[src/rtl/lieat_csr_pkg.sv]
// Shared definitions for the machine-mode CSR file: addresses, op encodings,
// mstatus bit positions and the read-modify-write helper.
package lieat_csr_pkg;

  localparam logic [11:0] CSR_MSTATUS   = 12'h300;
  localparam logic [11:0] CSR_MISA      = 12'h301;
  localparam logic [11:0] CSR_MTVEC     = 12'h305;
  localparam logic [11:0] CSR_MSCRATCH  = 12'h340;
  localparam logic [11:0] CSR_MEPC      = 12'h341;
  localparam logic [11:0] CSR_MCAUSE    = 12'h342;
  localparam logic [11:0] CSR_MCYCLE    = 12'hB00;
  localparam logic [11:0] CSR_MINSTRET  = 12'hB02;
  localparam logic [11:0] CSR_MCYCLEH   = 12'hB80;
  localparam logic [11:0] CSR_MINSTRETH = 12'hB82;
  localparam logic [11:0] CSR_MHARTID   = 12'hF14;

  typedef enum logic [1:0] {
    CSR_OP_NONE = 2'b00,
    CSR_OP_RW   = 2'b01,
    CSR_OP_RS   = 2'b10,
    CSR_OP_RC   = 2'b11
  } csr_op_e;

  localparam int MSTATUS_MIE  = 3;
  localparam int MSTATUS_MPIE = 7;

  localparam logic [31:0] MISA_VAL = 32'h4000_1104;

  function automatic logic [31:0] csr_modify(input csr_op_e op, input logic [31:0] old_val,
                                             input logic [31:0] wdata);
    logic [31:0] res;
    case (op)
      CSR_OP_RW: res = wdata;
      CSR_OP_RS: res = old_val | wdata;
      CSR_OP_RC: res = old_val & ~wdata;
      default:   res = old_val;
    endcase
    return res;
  endfunction

endpackage

[src/rtl/lieat_csr_counter64.sv]
// 64-bit event counter with independently writable halves; a half-write
// replaces that half and suppresses the increment for that cycle.
module lieat_csr_counter64 #(
  parameter int W = 32
) (
  input  logic           i_clk,
  input  logic           i_rst,
  input  logic           i_inc,
  input  logic           i_lo_we,
  input  logic           i_hi_we,
  input  logic [W-1:0]   i_wdata,
  output logic [2*W-1:0] o_cnt
);

  logic [2*W-1:0] r_cnt;

  // Counter state: reset, half-write, or full-width increment with carry.
  always_ff @(posedge i_clk) begin
    if (i_rst) begin
      r_cnt <= '0;
    end else if (i_lo_we) begin
      r_cnt[W-1:0] <= i_wdata;
    end else if (i_hi_we) begin
      r_cnt[2*W-1:W] <= i_wdata;
    end else if (i_inc) begin
      r_cnt <= r_cnt + {{(2*W-1){1'b0}}, 1'b1};
    end else begin
      r_cnt <= r_cnt;
    end
  end

  assign o_cnt = r_cnt;

endmodule

[src/rtl/lieat_exu_com_csrfile.sv]
// Machine-mode CSR file for the EXU commit stage: CSR RMW instructions,
// trap entry / mret updates, counters, and a bypassed IFU redirect port.
module lieat_exu_com_csrfile
  import lieat_csr_pkg::*;
#(
  parameter int              XLEN         = 32,
  parameter int              HAS_COUNTERS = 1,
  parameter logic [XLEN-1:0] MTVEC_RST    = 32'h0,
  parameter logic [XLEN-1:0] HART_ID      = 32'h0
) (
  input  logic            i_clk,
  input  logic            i_rst,
  input  logic            i_csr_ena,
  input  logic [1:0]      i_csr_op,
  input  logic            i_csr_wr_en,
  input  logic [11:0]     i_csr_idx,
  input  logic [XLEN-1:0] i_csr_wdata,
  output logic [XLEN-1:0] o_csr_rdata,
  output logic            o_csr_ilgl,
  input  logic            i_trap_valid,
  input  logic [XLEN-1:0] i_trap_pc,
  input  logic [XLEN-1:0] i_trap_cause,
  input  logic            i_mret_valid,
  input  logic            i_instret_inc,
  input  logic            i_ifu_csr_ren,
  input  logic [11:0]     i_ifu_csr_idx,
  output logic [XLEN-1:0] o_ifu_csr_rdata
);

  localparam logic [XLEN-1:0] LSB1 = {{(XLEN-1){1'b0}}, 1'b1};
  localparam logic [XLEN-1:0] LSB2 = {{(XLEN-2){1'b0}}, 2'b11};

  logic            r_mie, r_mpie;
  logic [XLEN-1:0] r_mtvec, r_mscratch, r_mepc, r_mcause;
  logic            w_mie_nxt, w_mpie_nxt;
  logic [XLEN-1:0] w_mtvec_nxt, w_mscratch_nxt, w_mepc_nxt, w_mcause_nxt;
  logic [XLEN-1:0] w_mstatus, w_old, w_new;
  logic [2*XLEN-1:0] w_mcycle, w_minstret;
  logic            w_known, w_ro, w_ilgl, w_wr;

  // mstatus view: MPP hardwired to machine mode, only MIE/MPIE stored.
  always_comb begin
    w_mstatus               = '0;
    w_mstatus[12:11]        = 2'b11;
    w_mstatus[MSTATUS_MPIE] = r_mpie;
    w_mstatus[MSTATUS_MIE]  = r_mie;
  end

  // Address decode: old value, known/read-only classification.
  always_comb begin
    w_known = 1'b1;
    w_ro    = 1'b0;
    w_old   = '0;
    case (i_csr_idx)
      CSR_MSTATUS:   w_old = w_mstatus;
      CSR_MISA:      begin w_old = MISA_VAL; w_ro = 1'b1; end
      CSR_MHARTID:   begin w_old = HART_ID;  w_ro = 1'b1; end
      CSR_MTVEC:     w_old = r_mtvec;
      CSR_MSCRATCH:  w_old = r_mscratch;
      CSR_MEPC:      w_old = r_mepc;
      CSR_MCAUSE:    w_old = r_mcause;
      CSR_MCYCLE:    begin w_old = w_mcycle[XLEN-1:0];        w_known = (HAS_COUNTERS != 0); end
      CSR_MCYCLEH:   begin w_old = w_mcycle[2*XLEN-1:XLEN];   w_known = (HAS_COUNTERS != 0); end
      CSR_MINSTRET:  begin w_old = w_minstret[XLEN-1:0];      w_known = (HAS_COUNTERS != 0); end
      CSR_MINSTRETH: begin w_old = w_minstret[2*XLEN-1:XLEN]; w_known = (HAS_COUNTERS != 0); end
      default:       w_known = 1'b0;
    endcase
  end

  assign w_ilgl = i_csr_ena & (~w_known | (w_ro & i_csr_wr_en) | (i_csr_op == 2'b00));
  assign w_wr   = i_csr_ena & i_csr_wr_en & ~w_ilgl;
  assign w_new  = csr_modify(csr_op_e'(i_csr_op), w_old, i_csr_wdata);

  // Next state per field; trap beats mret beats the CSR instruction.
  always_comb begin
    w_mie_nxt      = r_mie;
    w_mpie_nxt     = r_mpie;
    w_mtvec_nxt    = r_mtvec;
    w_mscratch_nxt = r_mscratch;
    w_mepc_nxt     = r_mepc;
    w_mcause_nxt   = r_mcause;
    if (i_trap_valid) begin
      w_mie_nxt  = 1'b0;
      w_mpie_nxt = r_mie;
    end else if (i_mret_valid) begin
      w_mie_nxt  = r_mpie;
      w_mpie_nxt = 1'b1;
    end else if (w_wr && (i_csr_idx == CSR_MSTATUS)) begin
      w_mie_nxt  = w_new[MSTATUS_MIE];
      w_mpie_nxt = w_new[MSTATUS_MPIE];
    end else begin
      w_mie_nxt  = r_mie;
    end
    if (i_trap_valid) begin
      w_mepc_nxt   = i_trap_pc & ~LSB1;
      w_mcause_nxt = i_trap_cause;
    end else if (w_wr && (i_csr_idx == CSR_MEPC)) begin
      w_mepc_nxt = w_new & ~LSB1;
    end else if (w_wr && (i_csr_idx == CSR_MCAUSE)) begin
      w_mcause_nxt = w_new;
    end else begin
      w_mepc_nxt = r_mepc;
    end
    if (w_wr && (i_csr_idx == CSR_MTVEC)) begin
      w_mtvec_nxt = w_new & ~LSB2;
    end else if (w_wr && (i_csr_idx == CSR_MSCRATCH)) begin
      w_mscratch_nxt = w_new;
    end else begin
      w_mtvec_nxt = r_mtvec;
    end
  end

  // Architectural CSR registers.
  always_ff @(posedge i_clk) begin
    if (i_rst) begin
      r_mie      <= 1'b0;
      r_mpie     <= 1'b0;
      r_mtvec    <= MTVEC_RST;
      r_mscratch <= '0;
      r_mepc     <= '0;
      r_mcause   <= '0;
    end else begin
      r_mie      <= w_mie_nxt;
      r_mpie     <= w_mpie_nxt;
      r_mtvec    <= w_mtvec_nxt;
      r_mscratch <= w_mscratch_nxt;
      r_mepc     <= w_mepc_nxt;
      r_mcause   <= w_mcause_nxt;
    end
  end

  generate
    if (HAS_COUNTERS != 0) begin : g_cnt
      lieat_csr_counter64 #(.W(XLEN)) u_mcycle (
        .i_clk   (i_clk),
        .i_rst   (i_rst),
        .i_inc   (1'b1),
        .i_lo_we (w_wr && (i_csr_idx == CSR_MCYCLE)),
        .i_hi_we (w_wr && (i_csr_idx == CSR_MCYCLEH)),
        .i_wdata (w_new),
        .o_cnt   (w_mcycle)
      );
      lieat_csr_counter64 #(.W(XLEN)) u_minstret (
        .i_clk   (i_clk),
        .i_rst   (i_rst),
        .i_inc   (i_instret_inc),
        .i_lo_we (w_wr && (i_csr_idx == CSR_MINSTRET)),
        .i_hi_we (w_wr && (i_csr_idx == CSR_MINSTRETH)),
        .i_wdata (w_new),
        .o_cnt   (w_minstret)
      );
    end else begin : g_nocnt
      assign w_mcycle   = '0;
      assign w_minstret = '0;
    end
  endgenerate

  assign o_csr_rdata = (i_csr_ena & ~w_ilgl) ? w_old : '0;
  assign o_csr_ilgl  = w_ilgl;

  // IFU redirect read returns next-state values so same-cycle updates are visible.
  always_comb begin
    o_ifu_csr_rdata = '0;
    if (i_ifu_csr_ren) begin
      case (i_ifu_csr_idx)
        CSR_MTVEC: o_ifu_csr_rdata = w_mtvec_nxt;
        CSR_MEPC:  o_ifu_csr_rdata = w_mepc_nxt;
        default:   o_ifu_csr_rdata = '0;
      endcase
    end else begin
      o_ifu_csr_rdata = '0;
    end
  end

endmodule

[config.mk]
export PLATFORM = sky130hd
export DESIGN_NAME = lieat_exu_com_csrfile
export DESIGN_NICKNAME = d
export VERILOG_FILES = /design/src/rtl/lieat_csr_pkg.sv /design/src/rtl/lieat_csr_counter64.sv /design/src/rtl/lieat_exu_com_csrfile.sv
export SDC_FILE = /design/constraint.sdc
export NUM_CORES = 1
export LEC_CHECK = 0
export CAP_MARGIN = 0
export CORE_MARGIN = 5
export CORE_UTILIZATION = 40
export CTS_BUF_LIST = sky130_fd_sc_hd__clkbuf_4 sky130_fd_sc_hd__clkbuf_8
export DETAILED_ROUTE_END_ITERATION = 16
export DONT_BUFFER_PORTS = 1
export PLACE_DENSITY = 0.53
export SETUP_SLACK_MARGIN = 0.4
export SYNTH_ARGS = -nofsm -noshare
export SYNTH_HDL_FRONTEND = slang
export SYNTH_HIERARCHICAL = 1
export SYNTH_SLANG_ARGS = --single-unit
[constraint.sdc]
create_clock -name i_clk -period 10.3 [get_ports i_clk]
set_input_delay 3.09 -clock i_clk [delete_from_list [all_inputs] [get_ports i_clk]]
set_output_delay 3.09 -clock i_clk [all_outputs]
set_load 0.005 [all_outputs]
## Yosys cells after proc, flatten, opt, wreduce, memory -nomap -nowiden

Index checks and enable logic that the tools add are counted.

| storage, ports and cells | value |
|---|---|
| bits in registers | 258 |
| bits in latches | 0 |
| bits in writable memories | 0 |
| bits in read-only memories | 0 |
| bits of input ports | 130 |
| output and inout port bits | 65 |
| logic and storage cells | 92 |
| memories | 0 |

| operators by class | value |
|---|---|
| add/sub/neg operators | 2 |
| $mul | 0 |
| div/mod/pow operators | 0 |
| order comparisons | 0 |
| eq/ne operators | 19 |
| shifts and indexed selects | 0 |
| multiplexer cells | 25 |
| bitwise operators | 14 |
| reductions and logical operators | 22 |

Operator list:

| operator | count |
|---|---|
| two-way mux 32 bit | 14 |
| case mux 32 bit (10 select lines) | 1 |
| adder 64 x 1 -> 64 bit, second input constant | 2 |
| equality test 12 x 10 -> 1 bit, second input constant | 8 |
| case mux 32 bit (3 select lines) | 1 |
| two-way mux 64 bit | 1 |
| case mux 32 bit (2 select lines) | 1 |
| equality test 12 bit, second input constant | 5 |
| AND 32 bit | 1 |
| inverter 32 bit | 1 |
| OR 32 bit | 1 |
| OR reduction 11 bit | 1 |
| logical AND 1 bit | 9 |
| AND reduction 2 bit | 4 |
| nonzero test 2 bit | 4 |
| two-way mux 1 bit | 7 |
| AND 1 bit | 5 |
| equality test 2 bit, second input constant | 2 |
| inequality test 2 x 1 -> 1 bit, second input constant | 2 |
| inverter 1 bit | 4 |
| OR reduction 2 bit | 2 |
| nonzero test 3 bit | 1 |
| equality test 2 x 1 -> 1 bit, second input constant | 1 |
| zero test 2 bit | 1 |
| 2 further kinds | 3 |

## Depth between registers and ports, before layout

| depth | value |
|---|---|
| depth in word-level cells | 14 |
| depth in mapped cells | 16 |

## By module

Netlist, hierarchy kept.

Modules (own cells, without submodules):

| module | times used | cells each | area an instance (um^2) | sequential area each (um^2) |
|---|---|---|---|---|
| lieat_exu_com_csrfile | 1 | 1191 | 9312.7 | 2602.5 |
| lieat_csr_counter64 (g_cnt.u_minstret) | 1 | 577 | 4342.9 | 1281.2 |
| lieat_csr_counter64 (g_cnt.u_mcycle) | 1 | 581 | 4287.9 | 1281.2 |

## Worst setup path after synthesis

Ideal clock, no wire load.

| timing path | value |
|---|---|
| path kind | input -> output |
| from | input port i_csr_idx[5] |
| to | output port o_ifu_csr_rdata[21] |
| arrival time | 5.083 ns |
| setup slack | 2.127 ns |
| cell stages on the path | 9 |
| buffers on the path | 3 |
| path through | buf_2 -> or4b_1 -> buf_2 -> nor3_4 -> buf_4 -> a222oi_1 -> and3_1 -> a22o_1 -> o221ai_1 |

| on the way | value |
|---|---|
| longest elaborated chain between the ends | 14 |
| elaborated cells between the ends (all ways) | 33 |
| classes of those cells | eq/ne (11); mux (9); bitwise (9); reduce/logical (4) |

Ends and longest elaborated chain:

| element | RTL line | source |
|---|---|---|
| from (decl) | lieat_exu_com_csrfile.sv:16 | `input logic [11:0] i_csr_idx,` |
| equality test 12 x 10 -> 1 bit (tied with other cells) | lieat_exu_com_csrfile.sv:54 | `case (i_csr_idx)` |
| OR reduction 11 bit (no line) / OR reduction 2 bit (equally long branches) | n/a |  |
| two-way mux 1 bit | lieat_exu_com_csrfile.sv:54 |  |
| inverter 1 bit / AND 1 bit (equally long branches) | lieat_exu_com_csrfile.sv:70 | `assign w_ilgl = i_csr_ena & (~w_known \| (w_ro & i_csr_wr_en) \| (i_csr_op == 2'b00));` |
| OR 1 bit (2 in a row) | lieat_exu_com_csrfile.sv:70 |  |
| AND 1 bit | lieat_exu_com_csrfile.sv:70 |  |
| inverter 1 bit | lieat_exu_com_csrfile.sv:71 | `assign w_wr = i_csr_ena & i_csr_wr_en & ~w_ilgl;` |
| AND 1 bit | lieat_exu_com_csrfile.sv:71 |  |
| logical AND 1 bit | lieat_exu_com_csrfile.sv:97 | `end else if (w_wr && (i_csr_idx == CSR_MEPC)) begin` |
| two-way mux 32 bit | lieat_exu_com_csrfile.sv:97 |  |
| two-way mux 32 bit | lieat_exu_com_csrfile.sv:94 | `if (i_trap_valid) begin` |
| case mux 32 bit (2 select lines) * | lieat_exu_com_csrfile.sv:165 | `case (i_ifu_csr_idx)` |
| two-way mux 32 bit * | lieat_exu_com_csrfile.sv:164 | `if (i_ifu_csr_ren) begin` |
| to (decl) | lieat_exu_com_csrfile.sv:27 | `output logic [XLEN-1:0] o_ifu_csr_rdata` |

Mark *: on every way between the ends. The rest lies on a longest branch, timed or not.

## Worst setup path after layout

| timing path | value |
|---|---|
| from | input port i_csr_idx[8] |
| to | output port o_ifu_csr_rdata[21] |

The elaborated chain is that of the path after synthesis.

==> metrics <==
internal power=1.74 mW; Clock H-tree levels=2; TritonRoute pass-1 iters=6; Setup CP Type=input port to output port; final hold violations=0; GR Util All Layers=0.344; port buffer count=0; Remaining DRCs=0; number of CTS-inserted buffers=52; RSZ-0062 raised after global routing=false; maximum clock rate=108 MHz; Crit path required time=7210 ps; Design Power=2.42 mW; initial antenna violation count=7; Synth Area in Adders=0.00139; top cell type by total area after synthesis=dfxtp_1; Pleak=~6.5 nW; final setup skew=66.0 ps; Period minus WS final=approximately 9000 ps; layout cell share with drive strength beyond 1=0.103; DR iter-0 viols=3,008; sw power=approximately 0.69 mW; most frequent cells in the layout=dfxtp_1, nor2_1, nand2_1; cts hold-fix bufs=0; worst slew pin tran=1250 ps; I/O pins=a little under 200; status=finished clean; worst vdd ir=0.0783 mV; Arrival @ worst endpoint=~6000 ps; CTS tree=built; clock network fraction of total power=0.483; Reg area=5160 um2; Seq/Total Area, Yosys=0.288; largest net degree at the start of global routing=between 200 and 250; via count=20,300; CTS sink cnt=258; startpoint types=input port; die width=222 um; global-route wire length before repair=129,000 um; Overflow after GRT=0; area occupied by multi-input gates=between 10,000 and 15,000 um2; number of global-route vias before repair=approximately 18,000; top-area cell type share of the netlist area=0.288; mux cell area share after synthesis=0.0429; synth warn=6; WL/cell=a little over 30 um; number of nets in the layout=2,399; die area=49,200 um2; Post-Syn Area=17,900 um2; final WL=between 80,000 and 90,000 um; ranking of synthesized cells by area=dfxtp_1, nor2_1, nand4_1, nand2_1, a211oi_1; die height=222 um; FILL cells=4,528; Most used DFF post-synth=dfxtp_1; Synth Area in Compound Gates=0.260; EDFF count, synth=0; Synth Area in Simple Gates=0.302; post-CTS sizing=0; Post-Synth XOR/XNOR Area=0.0415; Non-Filler Instances=2,899; Synth cell types=101; average size of a mapped cell=7.64 um2; Placement Rows=77; Max Cap Violations=0; vias per cell=7.01; Post-synth ARST share=0; crit end category=output port; Post-CTS Setup Repair Bufs=0; Slew Limit Fails=0; clk_lat worst skew=710 ps; register bit total from synthesis=between 200 and 300; Sw Ratio=0.283; Rel. slew slack=0.163; Hold/Removal Path Class=flop to flop; largest family of logic cells by synthesized area=simple AND/OR/NAND/NOR gates; Comb pwr share=0.086; cell total after placement=around 2,800; Syn-to-layout area delta=8.64%; register share of total power=0.431; P per Cell Area=approximately 120 nW/um2; Initial Utilization=0.405; DPL Wire Length=63,600 um; setup TNS=0 ps; Clock Pin Slew Worst Setup and Hold Paths=60 ps; global placer's final weighted congestion=0.954; ANT nets after route=0; CTS root buf=clkbuf_8; clk buf depth=3; commonest non-fill, non-tap cell in the layout=dfxtp_1; final setup fails=0; Worst Path Max Fanout=23; fin crit share=0.895; Cells after Synth=2,349; core area=44,300 um2
## state kept, by name, indices dropped and copies added, names as in the netlist
name and count:
r_mscratch 32, r_mie 1, r_mepc 32, r_mpie 1
r_mtvec 32, r_mcause 32, g_cnt.u_minstret/o_cnt 64, g_cnt.u_mcycle/o_cnt 64
## power by group through the flow
| stage | Clock (mW) | Combinational, mW | Sequential, mW |
|---|---|---|---|
| final | 1.17 | 0.209 | 1.04 |
| after global routing | 1.22 | 0.219 | 1.04 |
| after CTS | 1.18 | 0.202 | 1.04 |
| after detailed placement | 0 | 0.201 | 1.06 |
| after global placement | 0 | 0.199 | 1.06 |
| after floorplan | 0 | 0.151 | 1.05 |
## critical path, cell delays in order
cell	delay (ps)
nor4bb_4	630
nand3_1	300
and3b_1	380
nand3_1	200
o32a_1	990
buf_4	310
o221ai_1	200
## metal layers
metal	wire (um)	share of wire	vias to the layer above	GRT usage
li1	-	-	8846	-
met1	36500	0.41	9965	0.465
met2	38500	0.43	1268	0.515
met3	10100	0.11	236	0.0838
met4	4820	0.054	4	0.167
met5	34	0.00038	-	0
## cell families (layout without fill, tap and decap cells)
kind of cell	after synthesis	after routing
xor+xnor	85	85
buf+inv	271	217
simple gates	1004	1004
fa+ha+maj	2	2
other cells	1	13
mux	73	73
flops	258	258
compound gates	655	655
## worst paths after layout
kind                              endpoint                     start  slack [ps]  depth (start not counted)
hold / removal                 r_mcause[1]               r_mcause[1]         490                          2
hold reg to reg                r_mcause[1]               r_mcause[1]         490                          2
setup reg to reg  g_cnt.u_mcycle/o_cnt[57]  g_cnt.u_mcycle/o_cnt[19]        6810                          5
setup / recovery       o_ifu_csr_rdata[21]              i_csr_idx[8]        1080                          7
## synth_stat cells, types with 7 or more instances
library cell / count
a31o_2: 11
a22oi_1: 69
nor3_1: 58
buf_1: 11
xnor2_1: 46
a311oi_1: 9
a21oi_1: 101
a22o_1: 15
o2111ai_1: 11
nand2_1: 183
a211o_1: 11
buf_4: 8
or4_1: 22
o31ai_1: 12
o211ai_1: 15
buf_2: 48
a211oi_1: 88
xor2_1: 39
mux2_2: 21
nor4_1: 44
nor2b_1: 20
o221ai_1: 18
a222oi_1: 25
o22ai_1: 23
inv_1: 64
or3_1: 35
clkbuf_1: 132
a21o_1: 8
dfxtp_1: 258
and2_1: 21
nor2_1: 229
a31oi_1: 43
and3_1: 69
o21ai_0: 102
a221o_1: 7
nand3_1: 88
nand2b_1: 7
a221oi_1: 11
nand4_1: 129
mux2i_1: 51
nor3b_1: 11
and4_1: 24
## metrics by stage
stage | cell area, um2 | hold WS, ps | utilization | worst slack (ps)
finish | 19500 | 491 | 0.440 | 1080
global route | 19500 | 519 | 0.440 | 994
global placement | 18400 | 468 | 0.415 | 1150
floorplan | 18000 | 430 | - | 2130
detailed placement | 18400 | 477 | 0.415 | 1120
CTS | 19500 | 490 | 0.440 | 1120
## final cells by class
| cell class | count | area share |
|---|---|---|
| multi-input combinational | 1828 | 0.604 |
| sequential | 258 | 0.265 |
| clock buffer | 87 | 0.0550 |
| tap | 592 | 0.0380 |
| timing repair buffer | 59 | 0.0227 |
| inverter | 68 | 0.0131 |
| clock inverter | 3 | 0.00141 |
| antenna | 4 | 0.000513 |
No activity file was read; power rests on OpenSTA's default activity.
==> edit (config.mk and constraints unchanged) <==
`HAS_COUNTERS`: 1 -> 0.
--- a/src/rtl/lieat_exu_com_csrfile.sv
+++ b/src/rtl/lieat_exu_com_csrfile.sv
@@ -4,7 +4,7 @@
   import lieat_csr_pkg::*;
 #(
   parameter int              XLEN         = 32,
-  parameter int              HAS_COUNTERS = 1,
+  parameter int              HAS_COUNTERS = 0,
   parameter logic [XLEN-1:0] MTVEC_RST    = 32'h0,
   parameter logic [XLEN-1:0] HART_ID      = 32'h0
 ) (
Check against the original RTL: not equivalent (Yosys sat finds a counterexample within 4 cycles, from zero or initial values and one cycle with i_rst high).
==> edit against the unedited design <==
Combinational power shrank 52%; cell area down 54%; clock power fell by 59%; total power shrank 54%; synthesized area fell by 53%; sequential cell count decreased by 128; wire length fell by 63%; setup slack worse by 11 ps; critical endpoint is now o_ifu_csr_rdata[18]; largest power group is now registers; highest routed layer is now met4.
==> edit: results (changes against the unedited design) <==
- Status: complete, no violations
- Met2 GRT Util: 0.419 (-0.0959)
- Clock-pin slew on the worst setup and hold paths: 80 ps (+20 ps)
- Post-Synth Adder-Cell Area: 0 (-0.00139)
- Clk_skew: 11.5 ps (-54.4 ps)
- Via Count: 8290 (-59%)
- Worst hold start: r_mtvec[7]
- R2R depth: 6 (+1)
- Post-synth top cells: 235 x nand2_1, 130 x dfxtp_1, 81 x nor2_1
- Critical Path Fanout Max: 12 (-48%)
- Sequential-to-total area share from yosys stat: 0.308 (+0.0202)
- Distinct cells, synth: 73 (-28%)
- Area occupied by multi-input gates: 0.00523 sq mm (-56%)
- Hold WS: 479 ps (-12.0 ps)
- Multiplexer area fraction after synthesis: 0.0829 (+0.0401)
- CTS Buf Count: 17 (-67%)
- Largest net degree at the start of global routing: 97 (-56%)
- Post-synthesis compound-gate area fraction: 0.282 (+0.0215)
- CTS max path bufs: 2 (-1)
- M1 WL: 14600 um (-60%)
- Synth top area cells: dfxtp_1 31%, nand2_1 10%, mux2i_1 8.3%
- DP HPWL: 21200 um (-67%)
- Maximum vdd drop: 0.0749 mV (-4.3%)
- Max H-tree Level: 4 (+2)
- Met3 WL post-DR: 2920 um (-71%)
- Count of final setup violators: 0 (unchanged)
- P_sw: 0.285 mW (-58%)
- Worst slew margin: 0.216 (+0.0532)
- Share of layout cells above drive strength 1: 0.0837 (-0.0196)
- Critical Path End: o_ifu_csr_rdata[18]
- Post-synthesis xor/xnor area fraction: 0.0311 (-0.0104)
- Placement Cell Area: 0.00846 sq mm (-54%)
- Initial antenna violation count: 0 (-7)
- Layout net count: 1156 (-52%)
- Vias per cell: 6.31 (-10%)
- P_comb: 0.0998 mW (-52%)
- Total GRT Usage: 0.267 (-0.0770)
- Total Wirelength: 33100 um (-63%)
- Die Span X: 155 um (-30%)
- Starting DRC count in detailed routing: 803 (-73%)
- DRT Pass-1 Iters: 8 (+2)
- P_clk: 0.482 mW (-59%)
- Post-Synthesis Cells: 1082 (-54%)
- M3 GR Usage: 0.0645 (-0.0193)
- P_leak: 3.08 nW (-53%)
- FF-to-FF Start: r_mepc[12]
- Grt met1 use: 0.364 (-0.101)
- Worst-Skew Late Latency: 450 ps (-260 ps)
- Number of diodes: 0 (-4)
- Worst Setup SP: i_ifu_csr_idx[1]
- Met2 WL: 15000 um (-61%)
- Topmost layer with routed signal wires: met4
- FF-to-FF End: r_mcause[12]
- Hold path endpoint: r_mtvec[7]
==> edit: cell count changes in the layout (fill, tap and decap cells not counted), moves of 39 or more <==
| cell | delta |
|---|---|
| nor2_1 | -149 |
| nand4_1 | -126 |
| o21ai_0 | -74 |
| xor2_1 | -39 |
| clkbuf_8 | -47 |
| a211oi_1 | -68 |
| a31oi_1 | -39 |
| nand2_1 | +52 |
| nand3_1 | -74 |
| and3_1 | -43 |
| nor4_1 | -41 |
| nor3_1 | -55 |
| dfxtp_1 | -128 |
==> edit: final cells by class <==
type / count / area share
Tap cell: 275 / 0.0387
Clock buffer: 23 / 0.0335
Timing Repair Buffer: 22 / 0.0186
Multi-Input combinational cell: 822 / 0.588
Clock inverter: 9 / 0.0145
Inverter: 33 / 0.0139
Sequential cell: 130 / 0.293
==> edit: worst max-delay path: stages <==
cell and delay (ps):
nor4b_1 770, nand4_1 500, nand2b_1 370, o21ai_2 610, buf_4 360, nand2_1 70
a21oi_1 370
